--- config.mk ---
export PLATFORM = sky130hd
export DESIGN_NAME = apb_lite_master_flat
export DESIGN_NICKNAME = d
export VERILOG_FILES = /design/src/rtl/apb_pkg.sv /design/src/rtl/apb_lite_master_if.sv /design/src/rtl/apb_addr_dec.sv /design/src/rtl/apb_lite_master.sv /design/src/flat_wrapper.sv
export SDC_FILE = /design/constraint.sdc
export NUM_CORES = 1
export LEC_CHECK = 0
export ABC_AREA = 1
export CORE_AREA = 2 2 124 126
export CTS_BUF_LIST = sky130_fd_sc_hd__clkbuf_16
export DETAILED_ROUTE_END_ITERATION = 7
export DIE_AREA = 0 0 126 128
export PLACE_DENSITY = 0.85
export SYNTH_ARGS = -nofsm -noshare
export SYNTH_HDL_FRONTEND = slang
export SYNTH_SLANG_ARGS = --single-unit
--- constraint.sdc ---
create_clock -name sys_clk -period 4.05 [get_ports sys_clk]
set_clock_uncertainty 0.1 [all_clocks]
set_input_delay 0.6075 -clock sys_clk [delete_from_list [all_inputs] [get_ports sys_clk]]
set_output_delay 0.6075 -clock sys_clk [all_outputs]
set_load 0.01 [all_outputs]
--- src/rtl/apb_pkg.sv ---
// Shared APB definitions: FSM state encoding and bus widths.
// Latency: n/a (types and constants only).
// Backpressure: n/a.
package apb_pkg;

   localparam int APB_AW = 40;
   localparam int APB_DW = 32;

   typedef enum logic [1:0] {
      APB_IDLE   = 2'd0,
      APB_SETUP  = 2'd1,
      APB_ACCESS = 2'd2,
      APB_RESP   = 2'd3
   } apb_state_e;

endpackage

--- src/rtl/apb_lite_master_if.sv ---
// Request/response stream plus APB bus bundle for the APB initiator.
// Latency: n/a (wires only).
// Backpressure: req_rdy / rsp_rdy handshakes; APB side has no pready.
interface apb_lite_master_if #(
   parameter int NUM_SLV = 4
);

   logic                            req_vld;
   logic                            req_rdy;
   logic [apb_pkg::APB_AW-1:0]      req_addr;
   logic                            req_write;
   logic [apb_pkg::APB_DW-1:0]      req_wdata;

   logic                            rsp_vld;
   logic                            rsp_rdy;
   logic [apb_pkg::APB_DW-1:0]      rsp_rdata;
   logic                            rsp_err;

   logic [apb_pkg::APB_AW-1:0]      apb_paddr;
   logic [NUM_SLV-1:0]              apb_psel;
   logic                            apb_penable;
   logic                            apb_pwrite;
   logic [apb_pkg::APB_DW-1:0]      apb_pwdata;
   logic [NUM_SLV*apb_pkg::APB_DW-1:0] apb_prdata;

   modport master (
      input  req_vld, req_addr, req_write, req_wdata, rsp_rdy, apb_prdata,
      output req_rdy, rsp_vld, rsp_rdata, rsp_err,
      output apb_paddr, apb_psel, apb_penable, apb_pwrite, apb_pwdata
   );

   modport slave (
      output req_vld, req_addr, req_write, req_wdata, rsp_rdy, apb_prdata,
      input  req_rdy, rsp_vld, rsp_rdata, rsp_err,
      input  apb_paddr, apb_psel, apb_penable, apb_pwrite, apb_pwdata
   );

endinterface

--- src/rtl/apb_addr_dec.sv ---
// Decodes a request address into a peripheral window index and a hit flag.
// Latency: combinational.
// Backpressure: none.
module apb_addr_dec
   import apb_pkg::*;
#(
   parameter int               NUM_SLV   = 4,
   parameter logic [APB_AW-1:0] BASE_ADDR = 40'h00_1000_0000,
   parameter int               SLV_SHIFT = 12
) (
   input  logic [APB_AW-1:0] req_addr,
   output logic [2:0]        idx,
   output logic              hit
);

   // Region match on the upper bits, then the 3-bit window index must name a populated slave.
   always_comb begin
      idx = req_addr[SLV_SHIFT +: 3];
      hit = (req_addr[APB_AW-1:SLV_SHIFT+3] == BASE_ADDR[APB_AW-1:SLV_SHIFT+3]) &&
            (32'(idx) < 32'(NUM_SLV));
   end

endmodule

--- src/rtl/apb_lite_master.sv ---
// Single-outstanding APB initiator: request stream -> SETUP/ACCESS transfer -> response.
// Latency: 3 cycles accept-to-rsp_vld when mapped, 1 cycle when unmapped.
// Backpressure: req_rdy only in IDLE or retiring RESP; RESP holds until rsp_rdy.
module apb_lite_master
   import apb_pkg::*;
#(
   parameter int               NUM_SLV   = 4,
   parameter logic [APB_AW-1:0] BASE_ADDR = 40'h00_1000_0000,
   parameter int               SLV_SHIFT = 12
) (
   input  logic              sys_clk,
   input  logic              rst,
   apb_lite_master_if.master bus
);

   apb_state_e          state_q, state_d;
   logic [2:0]          dec_idx;
   logic                dec_hit;
   logic                req_rdy;
   logic                accept;

   logic [APB_AW-1:0]   addr_q;
   logic                write_q;
   logic [APB_DW-1:0]   wdata_q;
   logic [2:0]          idx_q;
   logic [APB_DW-1:0]   rdata_q;
   logic                err_q;
   logic [APB_DW-1:0]   sel_rdata;
   logic [NUM_SLV-1:0]  psel;

   apb_addr_dec #(
      .NUM_SLV   (NUM_SLV),
      .BASE_ADDR (BASE_ADDR),
      .SLV_SHIFT (SLV_SHIFT)
   ) u_dec (
      .req_addr (bus.req_addr),
      .idx      (dec_idx),
      .hit      (dec_hit)
   );

   assign accept = bus.req_vld && req_rdy;

   // State register; reset drops any in-flight transfer without a response.
   always_ff @(posedge sys_clk or posedge rst) begin
      if (rst) state_q <= APB_IDLE;
      else     state_q <= state_d;
   end

   // Next state and request-ready; RESP can retire and accept in the same cycle.
   always_comb begin
      state_d = state_q;
      req_rdy = 1'b0;
      case (state_q)
         APB_IDLE: begin
            req_rdy = 1'b1;
            if (bus.req_vld) state_d = dec_hit ? APB_SETUP : APB_RESP;
         end
         APB_SETUP:  state_d = APB_ACCESS;
         APB_ACCESS: state_d = APB_RESP;
         APB_RESP: begin
            if (bus.rsp_rdy) begin
               req_rdy = 1'b1;
               if (bus.req_vld) state_d = dec_hit ? APB_SETUP : APB_RESP;
               else             state_d = APB_IDLE;
            end
         end
         default: state_d = APB_IDLE;
      endcase
   end

   // Capture the request on accept; latch read data at the end of ACCESS.
   always_ff @(posedge sys_clk or posedge rst) begin
      if (rst) begin
         addr_q  <= '0;
         write_q <= 1'b0;
         wdata_q <= '0;
         idx_q   <= '0;
         rdata_q <= '0;
         err_q   <= 1'b0;
      end else if (accept) begin
         addr_q  <= bus.req_addr;
         write_q <= bus.req_write;
         wdata_q <= bus.req_wdata;
         idx_q   <= dec_idx;
         rdata_q <= '0;
         err_q   <= !dec_hit;
      end else if (state_q == APB_ACCESS) begin
         rdata_q <= write_q ? '0 : sel_rdata;
         err_q   <= 1'b0;
      end
   end

   // Read-data mux: only the selected slave's lane is looked at.
   always_comb begin
      sel_rdata = '0;
      for (int i = 0; i < NUM_SLV; i++) begin
         if (idx_q == 3'(i)) sel_rdata = bus.apb_prdata[APB_DW*i +: APB_DW];
      end
   end

   // One-hot select, live only during SETUP and ACCESS.
   always_comb begin
      psel = '0;
      if (state_q == APB_SETUP || state_q == APB_ACCESS) begin
         for (int i = 0; i < NUM_SLV; i++) psel[i] = (idx_q == 3'(i));
      end
   end

   assign bus.req_rdy     = req_rdy;
   assign bus.rsp_vld     = (state_q == APB_RESP);
   assign bus.rsp_rdata   = rdata_q;
   assign bus.rsp_err     = err_q;
   assign bus.apb_paddr   = addr_q;
   assign bus.apb_psel    = psel;
   assign bus.apb_penable = (state_q == APB_ACCESS);
   assign bus.apb_pwrite  = write_q;
   assign bus.apb_pwdata  = wdata_q;

endmodule

--- src/flat_wrapper.sv ---
// flat-port wrapper written by rule: the top's interface ports become plain ports
module apb_lite_master_flat import apb_pkg::*;
#(
   parameter int               NUM_SLV   = 4,
   parameter logic [APB_AW-1:0] BASE_ADDR = 40'h00_1000_0000,
   parameter int               SLV_SHIFT = 12
)
  (sys_clk, rst, bus_req_vld, bus_req_addr, bus_req_write, bus_req_wdata, bus_rsp_rdy, bus_apb_prdata, bus_req_rdy, bus_rsp_vld, bus_rsp_rdata, bus_rsp_err, bus_apb_paddr, bus_apb_psel, bus_apb_penable, bus_apb_pwrite, bus_apb_pwdata);
  apb_lite_master_if #(.NUM_SLV(NUM_SLV)) bus_i ();
  input  logic sys_clk;
  input  logic rst;
  input wire logic [$bits(bus_i.req_vld)-1:0] bus_req_vld;
  input wire logic [$bits(bus_i.req_addr)-1:0] bus_req_addr;
  input wire logic [$bits(bus_i.req_write)-1:0] bus_req_write;
  input wire logic [$bits(bus_i.req_wdata)-1:0] bus_req_wdata;
  input wire logic [$bits(bus_i.rsp_rdy)-1:0] bus_rsp_rdy;
  input wire logic [$bits(bus_i.apb_prdata)-1:0] bus_apb_prdata;
  output wire logic [$bits(bus_i.req_rdy)-1:0] bus_req_rdy;
  output wire logic [$bits(bus_i.rsp_vld)-1:0] bus_rsp_vld;
  output wire logic [$bits(bus_i.rsp_rdata)-1:0] bus_rsp_rdata;
  output wire logic [$bits(bus_i.rsp_err)-1:0] bus_rsp_err;
  output wire logic [$bits(bus_i.apb_paddr)-1:0] bus_apb_paddr;
  output wire logic [$bits(bus_i.apb_psel)-1:0] bus_apb_psel;
  output wire logic [$bits(bus_i.apb_penable)-1:0] bus_apb_penable;
  output wire logic [$bits(bus_i.apb_pwrite)-1:0] bus_apb_pwrite;
  output wire logic [$bits(bus_i.apb_pwdata)-1:0] bus_apb_pwdata;
  assign bus_i.req_vld = bus_req_vld;
  assign bus_i.req_addr = bus_req_addr;
  assign bus_i.req_write = bus_req_write;
  assign bus_i.req_wdata = bus_req_wdata;
  assign bus_i.rsp_rdy = bus_rsp_rdy;
  assign bus_i.apb_prdata = bus_apb_prdata;
  assign bus_req_rdy = bus_i.req_rdy;
  assign bus_rsp_vld = bus_i.rsp_vld;
  assign bus_rsp_rdata = bus_i.rsp_rdata;
  assign bus_rsp_err = bus_i.rsp_err;
  assign bus_apb_paddr = bus_i.apb_paddr;
  assign bus_apb_psel = bus_i.apb_psel;
  assign bus_apb_penable = bus_i.apb_penable;
  assign bus_apb_pwrite = bus_i.apb_pwrite;
  assign bus_apb_pwdata = bus_i.apb_pwdata;
  apb_lite_master #(.NUM_SLV(NUM_SLV), .BASE_ADDR(BASE_ADDR), .SLV_SHIFT(SLV_SHIFT)) u_core (.sys_clk(sys_clk), .rst(rst), .bus(bus_i));
endmodule
### After elaboration in Yosys (flattened, before gate mapping)

Cells that the tools add are included.

* bits in registers: 111
* word-level logic and storage cells: 42

* mux-type cells: 17
* reduce and logical (&&, ||, !) cells: 8
* equal/unequal tests: 9
* $lt $le $gt $ge: 1

Operators by type and width (number)
* 32-bit two-way mux: 7
* 25-bit by 14-bit equality test with 1-bit output (second input constant): 1
* 2-bit two-way mux: 4
* 2-bit case mux with 4 select lines: 1
* 3-bit by 2-bit equality test with 1-bit output (second input constant): 2
* 2-bit equality test (second input constant): 2
* 4-bit two-way mux: 1
* 2-bit inequality test (second input constant): 2
* 3-bit by 1-bit equality test with 1-bit output (second input constant): 1
* 3-bit zero test: 1
* 3-bit less-than comparator (second input constant): 1
* 1-bit two-way mux: 3
* 2-bit by 1-bit equality test with 1-bit output (second input constant): 1
* 1-bit logical AND: 2
* 2-bit zero test: 1
* 1-bit case mux with 2 select lines: 1
* 2-bit AND reduction: 1
* 2-bit nonzero test: 1
* 1-bit zero test: 1
* 1-bit logical OR: 1

### Logic depth before layout (Yosys ltp)

* depth after elaboration: 8
* depth in mapped cells: 13

### Hierarchy

From an unflattened synthesis, not the netlist that was laid out.

* cell total of the unflattened synthesis: 843
* area total of the unflattened synthesis: 5879.4 µm²

By module, submodules not included
* apb_lite_master: times used 1, cells an instance 814, area an instance 5749.3 µm²
* apb_addr_dec: times used 1, cells an instance 29, area an instance 130.1 µm²

### Worst setup path before layout

No wires, ideal clock.

* path type: reg-to-output
* start: register u_core.idx_q[1]
* end: output bus_apb_psel[3]
* arrival time: 1.232 ns
* cell stages (with the launch flop): 6
* setup slack: 2.110 ns
* path buffers: 1
* path through: dfrtp_1 > inv_2 > nor2_4 > nand2_2 > clkbuf_2 > nor2_1

* word-level cells in the longest chain between the ends: 2

RTL lines
* start, declared: line apb_lite_master.sv:25 `logic [2:0] idx_q;`
* start signal, assigned: line apb_lite_master.sv:84 `idx_q <= dec_idx;`
* 3-bit by 2-bit equality test with 1-bit output: line apb_lite_master.sv:105 `for (int i = 0; i < NUM_SLV; i++) psel[i] = (idx_q == 3'(i));`
* 4-bit two-way mux: line apb_lite_master.sv:104 `if (state_q == APB_SETUP || state_q == APB_ACCESS) begin`
* end, declared: line flat_wrapper.sv:23 `output wire logic [$bits(bus_i.apb_psel)-1:0] bus_apb_psel;`

Every way passes these cells.

### Worst setup path after layout

* start: register u_core.idx_q[0]
* end: output bus_apb_psel[3]

The elaborated chain is that of the path after synthesis.

==> impl_metrics.csv <==
group,metric,value,unit
floorplan,core_area,0.0149,mm²
synth,synth_fp_nets,865,
clock_network,clk_pin_slew_worst_paths,70,ps
global_route,overflow,0,
floorplan,die_width,126,µm
global_route,antenna_found_initial,0,
drt,antenna_left,0,
sta,setup_violations,0,
layout,layout_commonest_cell,"clkdlybuf4s50_1",
sta,fmax,293,MHz
drt,wl_per_cell,15.3,µm
placed_design,dp.cells,1130,
floorplan,start_util,0.343,
drt,drt-initial-drc-count,361,
setup_path,arrival,2700,ps
layout,stdcell_area,0.00866,mm²
setup_path,required,3340,ps
clock_network,clockRootBuffer,"clkbuf_16",
layout,layoutNonFillerInstCount,1146,
floorplan,num_rows,45,
status,status,"complete, no violations",
placed_design,place_congestion,0.837,
floorplan,dieArea,0.0161,mm²
layout,diodes,0,
sta,hold_viol_final,0,
global_route,grt_max_degree,109,
sta,tightest_slew,1230,ps
pwr,total_power,5.75,mW
layout,synthToLayoutAreaGrowth,69.8,%
floorplan,pin_count,318,
run,maxCapViolations,0,
clock_network,ctsHoldBuffers,0,
drt,drt_wl_total,17500,µm
layout,drive_gt1_frac,0.0324,
synth,synth_cell_types,21,
synth,ys_seq_area_frac,0.530,
clock_network,clockBufferDepth,2,
synth,yosysTopAreaCell,"dfrtp_1",
sta,slew_violations,0,
setup_path,path_class,"reg2out",
drt,dr.pass1.iters,4,
clock_network,cts_tree,"yes",
setup_path,start_kind,"register",
synth,netlist_area,0.00510,mm²
clock_network,ctsResizeCount,0,
placed_design,port_buffers,317,
synth,synth.yosys.warnings,0,
clock_network,numCtsBuffers,9,
layout,n_fill_cell,1351,
sta,fin_crit_sh,0.842,
clock_network,h-tree-depth,3,
global_route,grt_pass1_vias,5374,
layout,fin_nets,1161,
pwr,ir_drop,0.289,mV
pwr,leakage,3.92,nW
layout,multiInputGateArea,0.00206,mm²
sta,max_slew_margin,0.177,
layout,layout_common_cells,"clkdlybuf4s50_1, nand2_1, dfrtp_1",
global_route,grt_pass1_wl,27500,µm
drt,drc,0,
hold_path,hp-class,"reg2reg",
sta,period_minus_slack,3410,ps
clock_network,cts_setup_buffers,0,
synth,synthCells,657,
synth,synth_area_leaders,"dfrtp_1, nand2_1, o21ai_1",
sta,setup-tns-final,0,ps
setup_path,end_kind,"output pin",
synth,synth.top_cell.area_share,0.530,
setup_path,reg2reg_depth,6,
placed_design,place_hpwl,13300,µm
floorplan,die_h,128,µm
clock_network,clk-insertion-delay-late,340,ps
pwr,pwr_density_cell,664,mW/mm²
placed_design,dpl_cell_area,0.00836,mm²
placed_design,dpl_worst_slack,1010,ps
synth,ys_ff_latch,108,
drt,dr_total_vias,5414,
layout,register_area,0.00270,mm²
clock_network,clkSinkCount,108,
sta,fin_ws,640,ps
setup_path,crit_fanout,33,
hold_path,hold_depth,2,
synth,syn_area_per_cell,7.76,µm²
sta,rsz0062_at_grt,"no",
drt,via_per_inst,4.72,
global_route,track_usage,0.212,
[state kept, by name, summed over array words and instances (netlist names)]
signal                 cells
u_core.bus.rsp_rdata      32
u_core.bus.apb_pwrite      1
u_core.state_q             2
u_core.bus.apb_paddr      38
u_core.bus.rsp_err         1
u_core.bus.apb_pwdata     32
u_core.idx_q               2
[where the power goes]
group / switching (mW) / internal [mW]
logic: 1.59 / 1.45
clock network: 0.402 / 0.483
registers: 0.302 / 1.52
total: 2.30 / 3.45
[synthesized netlist by cell type]
cell type    n
o21ai_1     92
nor2_4       1
clkbuf_2     1
o22ai_1      1
nand3_1     34
nor4_1       3
nand2_2      1
dfrtp_1    108
inv_2        4
o21ai_0     28
inv_1       30
nand2_1    299
nor2_1      11
buf_6        3
buf_4        7
buf_2       14
a21oi_1      1
ha_1         3
clkbuf_1    13
nor3_4       2
nand4_1      1
[cells by family after synthesis]
| logic type | synth area share |
|---|---|
| buf+inv | 0.0663 |
| fa+ha+maj | 0.00736 |
| compound gates | 0.120 |
| flops | 0.530 |
| simple gates | 0.276 |
[area by class of cell]
| cell class | count | area share |
|---|---|---|
| Inverter | 34 | 0.0150 |
| Multi-Input combinational cell | 477 | 0.238 |
| Tap cell | 188 | 0.0272 |
| Timing Repair Buffer | 323 | 0.373 |
| Sequential cell | 108 | 0.312 |
| Clock buffer | 9 | 0.0260 |
| Clock inverter | 7 | 0.00867 |
[final timing paths]
check / start / endpoint / slack [ps]
max in group asynchronous: rst / u_core.bus.apb_paddr[14]$_DFFE_PP0P_ / 2760
setup / recovery: u_core.idx_q[0]$_DFFE_PP0P_ / bus_apb_psel[3] / 640
hold / removal: u_core.bus.apb_paddr[0]$_DFFE_PP0P_ / u_core.bus.apb_paddr[0]$_DFFE_PP0P_ / 380
setup reg to reg: u_core.idx_q[0]$_DFFE_PP0P_ / u_core.bus.rsp_rdata[18]$_DFFE_PP0P_ / 1160
hold reg to reg: u_core.bus.apb_paddr[0]$_DFFE_PP0P_ / u_core.bus.apb_paddr[0]$_DFFE_PP0P_ / 380
min in group asynchronous: rst / u_core.bus.apb_pwdata[27]$_DFFE_PP0P_ / 640
[per-stage QoR]
step | util | hold WS (ps)
after floorplan | - | 408
after global placement | 0.562 | 362
after detailed placement | 0.562 | 364
after CTS | 0.583 | 385
after global routing | 0.583 | 406
final | 0.583 | 385
[worst max-delay path, stage by stage (launching register included)]
cell and delay (ps):
dfrtp_1 900, nand2_2 600, nor2_1 270, clkdlybuf4s50_1 570
[routing by layer]
metal  vias to the layer above  wire (µm)  GRT usage
li1                       2675          -          -
met1                      2511       6860      0.249
met2                       201       8880      0.381
met3                        27       1440     0.0576
met4                         0        340     0.0621
met5                         -          0          0
Note: power is estimated with default switching activity, not from simulation.
